### src/rtl/boot_word_feeder_pkg.sv
// rtl/boot_word_feeder_pkg.sv - shared state encodings, pad default and byte-lane helpers
// Used by boot_word_feeder and boot_byte_packer.
package boot_word_feeder_pkg;

  typedef enum logic [2:0] {
    ST_IDLE  = 3'd0,
    ST_RST   = 3'd1,
    ST_FILL  = 3'd2,
    ST_REQ   = 3'd3,
    ST_ACKLO = 3'd4,
    ST_DONE  = 3'd5,
    ST_ERR   = 3'd6
  } boot_state_e;

  localparam logic [7:0] BOOT_PAD_DEFAULT = 8'hFF;

  // Big-endian lane order: the first byte of a word lands in [31:24].
  localparam logic [1:0] LANE_FIRST = 2'd0;
  localparam logic [1:0] LANE_LAST  = 2'd3;

  function automatic logic [31:0] lane_insert(input logic [31:0] w,
                                              input logic [1:0]  lane,
                                              input logic [7:0]  b);
    logic [31:0] r;
    r = w;
    case (lane)
      2'd0:    r[31:24] = b;
      2'd1:    r[23:16] = b;
      2'd2:    r[15:8]  = b;
      default: r[7:0]   = b;
    endcase
    return r;
  endfunction

endpackage

### src/rtl/boot_byte_packer.sv
// rtl/boot_byte_packer.sv - packs bytes into a big-endian 32-bit word with pad fill
// A word starts pre-filled with PAD_BYTE so a short final word needs no extra fill step.
module boot_byte_packer
  import boot_word_feeder_pkg::*;
#(
  parameter logic [7:0] PAD_BYTE = BOOT_PAD_DEFAULT
) (
  input  logic        clk,
  input  logic        rst_n,
  input  logic        clear_i,
  input  logic        push_i,
  input  logic        last_i,
  input  logic [7:0]  byte_i,
  output logic [31:0] word_o,
  output logic        word_end_o
);

  logic [1:0]  lane_q, lane_d;
  logic [31:0] word_q, word_d;
  logic [31:0] base;

  always_comb begin
    lane_d     = lane_q;
    word_d     = word_q;
    base       = word_q;
    word_end_o = push_i && ((lane_q == LANE_LAST) || last_i);
    if (clear_i) begin
      lane_d = LANE_FIRST;
    end else if (push_i) begin
      if (lane_q == LANE_FIRST) begin
        base = {4{PAD_BYTE}};
      end
      word_d = lane_insert(base, lane_q, byte_i);
      lane_d = word_end_o ? LANE_FIRST : lane_q + 2'd1;
    end
  end

  always_ff @(posedge clk or negedge rst_n) begin
    if (!rst_n) begin
      lane_q <= LANE_FIRST;
      word_q <= 32'h0;
    end else begin
      lane_q <= lane_d;
      word_q <= word_d;
    end
  end

  assign word_o = word_q;

endmodule

### src/rtl/boot_word_feeder.sv
// rtl/boot_word_feeder.sv - byte stream to 32-bit word feeder with req/ack handshake
// Optional BOOT_FEEDER_CHECKSUM_EN adds a 16-bit sum of accepted bytes on checksum.
module boot_word_feeder
  import boot_word_feeder_pkg::*;
#(
  parameter int         RST_CYCLES = 4,
  parameter logic [7:0] PAD_BYTE   = BOOT_PAD_DEFAULT,
  parameter int         ACK_TMO    = 1023
) (
  input  logic        clk,
  input  logic        rst_n,
  input  logic        start,
  input  logic [15:0] start_size,
  input  logic        start_chr,
  input  logic [7:0]  in_data,
  input  logic        in_valid,
  output logic        in_ready,
  output logic [31:0] host_bootdata,
  output logic        host_bootdata_req,
  input  logic        host_bootdata_ack,
  output logic        host_bootdata_reset,
  output logic [15:0] host_bootdata_size,
  output logic        loadchr,
  output logic        busy,
  output logic        done,
  output logic        error
`ifdef BOOT_FEEDER_CHECKSUM_EN
  ,output logic [15:0] checksum
`endif
);

  localparam logic [15:0] RST_LAST = 16'(RST_CYCLES - 1);
  localparam logic [15:0] TMO_LAST = 16'(ACK_TMO - 1);

  boot_state_e state_q, state_d;
  logic [15:0] rst_cnt_q, rst_cnt_d;
  logic [15:0] byte_cnt_q, byte_cnt_d;
  logic [15:0] size_q, size_d;
  logic        chr_q, chr_d;
  logic [15:0] tmo_cnt_q, tmo_cnt_d;

  logic        pk_clear, pk_push, pk_last, pk_word_end;
  logic        tmo_hit;
  logic [31:0] pk_word;

  boot_byte_packer #(.PAD_BYTE(PAD_BYTE)) u_packer (
    .clk        (clk),
    .rst_n      (rst_n),
    .clear_i    (pk_clear),
    .push_i     (pk_push),
    .last_i     (pk_last),
    .byte_i     (in_data),
    .word_o     (pk_word),
    .word_end_o (pk_word_end)
  );

  assign pk_last = ((byte_cnt_q + 16'd1) == size_q);
  assign tmo_hit = (ACK_TMO != 0) && (tmo_cnt_q == TMO_LAST);

  always_comb begin
    state_d    = state_q;
    rst_cnt_d  = rst_cnt_q;
    byte_cnt_d = byte_cnt_q;
    size_d     = size_q;
    chr_d      = chr_q;
    tmo_cnt_d  = tmo_cnt_q;
    in_ready   = 1'b0;
    pk_clear   = 1'b0;
    pk_push    = 1'b0;
    case (state_q)
      ST_IDLE, ST_DONE, ST_ERR: begin
        if (start) begin
          size_d     = start_size;
          chr_d      = start_chr;
          byte_cnt_d = 16'd0;
          rst_cnt_d  = 16'd0;
          tmo_cnt_d  = 16'd0;
          pk_clear   = 1'b1;
          state_d    = ST_RST;
        end
      end
      ST_RST: begin
        rst_cnt_d = rst_cnt_q + 16'd1;
        if (rst_cnt_q == RST_LAST) begin
          state_d = (size_q == 16'd0) ? ST_DONE : ST_FILL;
        end
      end
      ST_FILL: begin
        in_ready = 1'b1;
        if (in_valid) begin
          pk_push    = 1'b1;
          byte_cnt_d = byte_cnt_q + 16'd1;
          if (pk_word_end) begin
            tmo_cnt_d = 16'd0;
            state_d   = ST_REQ;
          end
        end
      end
      ST_REQ: begin
        // An ack already high on entry counts as the rising edge.
        if (host_bootdata_ack) begin
          tmo_cnt_d = 16'd0;
          state_d   = ST_ACKLO;
        end else if (tmo_hit) begin
          state_d = ST_ERR;
        end else begin
          tmo_cnt_d = tmo_cnt_q + 16'd1;
        end
      end
      ST_ACKLO: begin
        if (!host_bootdata_ack) begin
          state_d = (byte_cnt_q == size_q) ? ST_DONE : ST_FILL;
        end else if (tmo_hit) begin
          state_d = ST_ERR;
        end else begin
          tmo_cnt_d = tmo_cnt_q + 16'd1;
        end
      end
      default: state_d = ST_IDLE;
    endcase
  end

  always_ff @(posedge clk or negedge rst_n) begin
    if (!rst_n) begin
      state_q    <= ST_IDLE;
      rst_cnt_q  <= 16'd0;
      byte_cnt_q <= 16'd0;
      size_q     <= 16'd0;
      chr_q      <= 1'b0;
      tmo_cnt_q  <= 16'd0;
    end else begin
      state_q    <= state_d;
      rst_cnt_q  <= rst_cnt_d;
      byte_cnt_q <= byte_cnt_d;
      size_q     <= size_d;
      chr_q      <= chr_d;
      tmo_cnt_q  <= tmo_cnt_d;
    end
  end

  assign host_bootdata       = pk_word;
  assign host_bootdata_req   = (state_q == ST_REQ);
  assign host_bootdata_reset = (state_q == ST_RST);
  assign host_bootdata_size  = size_q;
  assign loadchr             = chr_q;
  assign busy  = (state_q == ST_RST) || (state_q == ST_FILL) ||
                 (state_q == ST_REQ) || (state_q == ST_ACKLO);
  assign done  = (state_q == ST_DONE);
  assign error = (state_q == ST_ERR);

`ifdef BOOT_FEEDER_CHECKSUM_EN
  logic [15:0] sum_q, sum_d;

  always_comb begin
    sum_d = sum_q;
    if (pk_clear) begin
      sum_d = 16'd0;
    end else if (pk_push) begin
      sum_d = sum_q + {8'h00, in_data};
    end
  end

  always_ff @(posedge clk or negedge rst_n) begin
    if (!rst_n) begin
      sum_q <= 16'd0;
    end else begin
      sum_q <= sum_d;
    end
  end

  assign checksum = sum_q;
`endif

endmodule

### config.mk
export PLATFORM = sky130hd
export DESIGN_NAME = boot_word_feeder
export DESIGN_NICKNAME = d
export VERILOG_FILES = /design/src/rtl/boot_word_feeder_pkg.sv /design/src/rtl/boot_byte_packer.sv /design/src/rtl/boot_word_feeder.sv
export SDC_FILE = /design/constraint.sdc
export NUM_CORES = 1
export LEC_CHECK = 0
export BUFFER_PORTS_ARGS = -buffer_cell sky130_fd_sc_hd__buf_2
export CORE_MARGIN = 1.5
export CORE_UTILIZATION = 40
export DETAILED_ROUTE_END_ITERATION = 10
export SETUP_SLACK_MARGIN = 0.2
export SLEW_MARGIN = 25
export SYNTH_ARGS = -nofsm -noshare
export SYNTH_HDL_FRONTEND = slang
export SYNTH_HIERARCHICAL = 1
export SYNTH_SLANG_ARGS = --single-unit
### constraint.sdc
create_clock -name clk -period 8.27 [get_ports clk]
set_input_delay 1.654 -clock clk [delete_from_list [all_inputs] [get_ports clk]]
set_output_delay 1.654 -clock clk [all_outputs]
set_load 0.05 [all_outputs]
== Word-level counts from Yosys, hierarchy flattened ==
Cells that the tools add are included.

* Register bits after elaboration: 102
* Output and inout bits: 55
* Word-level logic and storage cells: 93

* Add/sub/neg operators: 4
* Eq/ne operators: 19
* Muxes and demuxes: 33
* Bitwise operators: 1
* Reductions and logical operators: 25

{| class="wikitable"
|+ Operators with widths
! kind !! count
|-
| $mux 16 || 7
|-
| $pmux 16 s2 || 2
|-
| $pmux 16 s4 || 1
|-
| $add 16x1->16 const B || 3
|-
| $eq 16x16->1 || 2
|-
| $mux 32 || 1
|-
| $mux 8 || 4
|-
| $mux 3 || 9
|-
| $eq 16x10->1 const B || 1
|-
| $eq 16x2->1 const B || 1
|-
| $logic_not 16->1 || 1
|-
| $pmux 3 s5 || 1
|-
| $reduce_and 3->1 || 5
|-
| $reduce_bool 2->1 || 5
|-
| $eq 3x3->1 const B || 3
|-
| $ne 2x2->1 const B || 4
|-
| $eq 3x2->1 const B || 2
|-
| $mux 2 || 3
|-
| $reduce_or 3->1 || 2
|-
| $mux 1 || 5
|-
| $reduce_and 5->1 || 1
|-
| $eq 2x2->1 const B || 2
|-
| $logic_or 1x1->1 || 4
|-
| $ne 2x1->1 const B || 2
|-
| other kinds (10) || 11
|}

== Longest topological paths before layout ==
* Depth in word-level cells: 7
* Gate-level depth with buffers: 17

== By module ==
The synthesis kept the hierarchy.

{| class="wikitable"
|+ Modules (own cells, without submodules)
! module !! times used !! cells each !! area an instance (um^2) !! seq. area each (um^2)
|-
| boot_word_feeder || 1 || 498 || 4164.0 || 1701.6
|-
| boot_byte_packer || 1 || 120 || 1410.1 || 850.8
|}

== Worst setup path before layout ==
Ideal clock, no wire load.

* Path type: input to register
* From: in in_valid
* To: reg tmo_cnt_q[3]
* Data arrival time: 3.767 ns
* Slack: 4.375 ns
* Stages: 12
* Cell sequence: nand2_1 -> inv_1 -> clkbuf_1 -> buf_4 -> nor2b_1 -> nand2_1 -> o2111ai_1 -> or3b_1 -> buf_2 -> nor4_1 -> xnor2_1 -> nor2_1

* Word-level cells in the longest chain between the ends: 5
* Elaborated cells on any way between the ends: 6
* Classes of those cells: 2 x eq/ne; 2 x mux; 2 x reduce/logical

{| class="wikitable"
|+ Ends and longest elaborated chain
! item !! RTL line !! source
|-
| start: declaration || boot_word_feeder.sv:16 || <nowiki>input logic in_valid,</nowiki>
|-
| $mux 1 || boot_word_feeder.sv:90 || <nowiki>if (in_valid) begin</nowiki>
|-
| $mux 1 || boot_word_feeder.sv:70 || <nowiki>case (state_q)</nowiki>
|-
| net pk_push || boot_word_feeder.sv:42 || <nowiki>logic pk_clear, pk_push, pk_last, pk_word_end;</nowiki>
|-
| $logic_and 1x1->1 || boot_byte_packer.sv:26 || <nowiki>word_end_o = push_i && ((lane_q == LANE_LAST) || last_i);</nowiki>
|-
| net pk_word_end || boot_word_feeder.sv:42 ||
|-
| $ne 2x2->1 (no line) || n/a ||
|-
| $reduce_and 5->1 (no line) || n/a ||
|-
| end signal: assignment || boot_word_feeder.sv:137 || <nowiki>tmo_cnt_q <= tmo_cnt_d;</nowiki>
|-
| end: declaration || boot_word_feeder.sv:40 || <nowiki>logic [15:0] tmo_cnt_q, tmo_cnt_d;</nowiki>
|}

The timed path passes the listed nets, and every way through them passes these cells.
A chain may end at the register's enable or synchronous reset.

== Worst setup path after layout ==
* From: reg byte_cnt_q[0]
* To: reg tmo_cnt_q[5]

* Word-level cells in the longest chain between the ends: 6

{| class="wikitable"
|+ Ends and longest elaborated chain
! item !! RTL line !! source
|-
| start: declaration || boot_word_feeder.sv:37 || <nowiki>logic [15:0] byte_cnt_q, byte_cnt_d;</nowiki>
|-
| start signal: assignment || boot_word_feeder.sv:134 || <nowiki>byte_cnt_q <= byte_cnt_d;</nowiki>
|-
| $add 16x1->16 || boot_word_feeder.sv:57 || <nowiki>assign pk_last = ((byte_cnt_q + 16'd1) == size_q);</nowiki>
|-
| $eq 16x16->1 || boot_word_feeder.sv:57 ||
|-
| net pk_last || boot_word_feeder.sv:42 ||
|-
| $logic_or 1x1->1 || boot_byte_packer.sv:26 ||
|-
| $logic_and 1x1->1 || boot_byte_packer.sv:26 ||
|-
| net pk_word_end || boot_word_feeder.sv:42 ||
|-
| $ne 2x2->1 (no line) || n/a ||
|-
| $reduce_and 5->1 (no line) || n/a ||
|}

The timed path passes the listed nets, and every way through them passes these cells.

==> flow_metrics.py <==
metrics = {
    "timing": {
        "fin_ws_ns": 3.75,
        "finalSetupViolations": 0,
        "min_period_ns": 4.52,
        "clock.fmax_mhz": 221,
        "clock_skew_ns": 0.00948,
        "setup_tns_ns": 0,
        "rsz0062_at_grt": "no",
        "finalHoldViolCount": 0,
        "min_period_over_period_pct": 54.6,
        "slew_headroom_pct": 39.6,
        "maxSlewViolCount": 0,
        "worst_slew_pin_slew_ns": 0.906,
    },
    "synth": {
        "synthCells": 618,
        "yosysMostFrequentCell": "dfrtp_1",
        "synthesis.area_um2": 5570,
        "synth_nets": 657,
        "avgSynthCellArea_um2": 9.02,
        "yosysTopAreaCell": "dfrtp_1",
        "synth-edff-count": 0,
        "ys.warnings.count": 6,
        "async_flop_share_pct": 100,
        "yosysSeqAreaShare_pct": 45.8,
        "yosysUniqueCellTypes": 61,
        "synth_seq_cells": 102,
        "ys.flop_type": "dfrtp_1",
        "synth_area_leaders": "dfrtp_1 46%, nand2_1 6.1%, o21ai_0 4.2%",
        "yosys-top-cells-count": "102 x dfrtp_1, 90 x nand2_1, 58 x nor2_1",
        "synth_top_area_share_pct": 45.8,
    },
    "floorplan": {
        "die_h_um": 121,
        "start_util_pct": 41.6,
        "core_area_um2": 13400,
        "io_pins": 85,
        "die_w_um": 121,
        "fp.dieArea_um2": 14700,
        "num_rows": 42,
    },
    "cts": {
        "numCtsBuffers": 9,
        "ctsHtreeMaxLevel": 3,
        "clock_sinks": 102,
        "clockBufferDepth": 2,
        "clk_latency_ns": 0.36,
        "hold_buffers": 0,
        "cts.repair.resized": 0,
        "path_clk_slew_ns": 0.07,
        "cts_tree": "built",
        "cts-root-buf": "clkbuf_16",
        "postCtsSetupRepairBufs": 0,
    },
    "setup_path": {
        "crit_start": "byte_cnt_q[0]",
        "cp_data_required_time_ns": 8.48,
        "critPathCaptureType": "register",
        "crit_type": "register to register",
        "start_kind": "register",
        "r2r_start": "byte_cnt_q[0]",
        "cp.arrival_ns": 4.73,
        "critical_path.max_fanout": 12,
    },
    "detailed_routing": {
        "route.detailed.drc": 0,
        "firstDrtPassIters": 5,
        "postRouteWirelength_mm": 13.9,
        "via_per_inst": 5.51,
        "via_count": 4775,
        "wire_per_inst_um": 16.1,
        "drt.antenna.violating_nets": 0,
        "drtIter0Drc": 254,
    },
    "global_routing": {
        "grt_pass1_wl_mm": 23.1,
        "track_usage_pct": 20.0,
        "grt_max_degree": 53,
        "first_global_vias": 4574,
        "overflow": 0,
        "antenna_found_initial": 0,
    },
    "finish": {
        "fin_cells": 866,
        "antenna_cells": 0,
        "final_layout_size_suffix_gt1_share_pct": 17.1,
        "nFillCells": 1324,
        "fin_nets": 724,
        "seq_area_um2": 2550,
        "area_delta_synth_final_pct": 14.3,
        "multi_input_area_um2": 2790,
    },
    "power_and_ir_drop": {
        "pwr_density_cell_nw_per_um2": 375,
        "p_leak_uw": 0.00292,
        "ir_drop_uv": 143,
    },
    "run": {
        "maxCapViolCount": 0,
    },
    "place": {
        "place.gp.congestion": 0.831,
        "dp_hpwl_mm": 10.1,
        "place_inst": 850,
        "io_buffers": 84,
        "post-place-ws_ns": 3.31,
    },
    "hold_path": {
        "hp-class": "register to register",
        "min_from": "u_packer/word_o[29]",
    },
    "run_status": {
        "status": "completed",
    },
}
[critical path, cell delays in order (launching register included)]
cell	delay, ns
dfrtp_1	0.47
ha_1	0.31
nand3_1	0.22
nor4_2	0.63
nor4b_1	0.30
a31o_2	0.14
a31oi_1	0.04
nor4_2	0.32
nor2_1	0.16
nor2b_1	0.14
nand2_1	0.06
o2111ai_1	0.28
nor4b_4	0.59
or4b_1	0.51
xor2_1	0.15
nor2_1	0.05
[cell families (layout without fill, tap and decap cells)]
logic type      after synthesis  count (layout)  synth area share (%)
flops                       102             102                  45.8
buf+inv                      54             126                  4.33
simple gates                268             268                  24.7
xor+xnor                     41              41                  6.44
mux                           5               5                 0.898
fa+ha+maj                     9               9                  2.02
compound gates              139             139                  15.8
[cells in the final DEF (no fill, tap or decap), types with 3 or more instances in the layout]
master and instances:
a211oi_1 3, nor3_1 7, nor2_1 58, dfrtp_1 102, nand2b_1 6, o21ai_0 47
a22oi_1 3, nor2b_1 7, a21oi_1 21, a31oi_1 15, nand2_1 90, buf_2 83
inv_1 23, xnor2_1 19, ha_1 9, xor2_1 22, and3_1 18, o31ai_1 6
inv_6 3, clkbuf_16 9, nand3_1 25, mux2i_1 5, nor4_1 10, and2_1 3
buf_4 3, o22a_1 17, nand3b_1 3, nand4_1 15, o211ai_1 3, a21o_1 9
[sequential cells by signal, summed over array words and instances (netlist names)]
| signal | cells |
|---|---|
| u_packer/word_o | 32 |
| u_packer/lane_q | 2 |
| tmo_cnt_q | 16 |
| loadchr | 1 |
| host_bootdata_size | 16 |
| rst_cnt_q | 16 |
| state_q | 3 |
| byte_cnt_q | 16 |
[stage by stage]
step	utilization [%]	hold WS [ns]	power, uW	cell area (um^2)
finish	47.6	0.474	2390	6370
global placement	45.4	0.455	1970	6080
floorplan	-	0.455	1690	5570
CTS	47.5	0.478	2400	6360
global route	47.6	0.492	2540	6370
detailed placement	45.4	0.460	1990	6080
[final timing paths]
kind                                       end  slack [ns]  cells after the start
setup / recovery                  tmo_cnt_q[5]        3.75                     15
hold / removal             u_packer/word_o[29]        0.47                      1
setup reg to reg                  tmo_cnt_q[5]        3.75                     15
hold reg to reg            u_packer/word_o[29]        0.47                      1
max in group asynchronous   u_packer/lane_q[1]        5.85                      2
min in group asynchronous        tmo_cnt_q[10]        1.32                      1
[metal layers]
layer | vias to the layer above | wire length, um | track usage, %
met5 | - | 0 | 0
met4 | 0 | 247 | 6.32
met3 | 19 | 600 | 4.56
met2 | 94 | 6690 | 32.5
met1 | 2347 | 6410 | 26.5
li1 | 2315 | - | -
[final cells by class]
| cell class | instances | share of cell area, % |
|---|---|---|
| multi-input combinational | 462 | 43.8 |
| sequential | 102 | 40.0 |
| timing repair buffer | 86 | 6.87 |
| clock buffer | 9 | 3.53 |
| tap | 176 | 3.46 |
| inverter | 24 | 1.41 |
| clock inverter | 7 | 0.864 |
[power breakdown]
group,switching (uW),internal (uW)
logic,859,332
registers,160,631
clock network,200,207
Note: power is estimated with default switching activity, not from simulation.
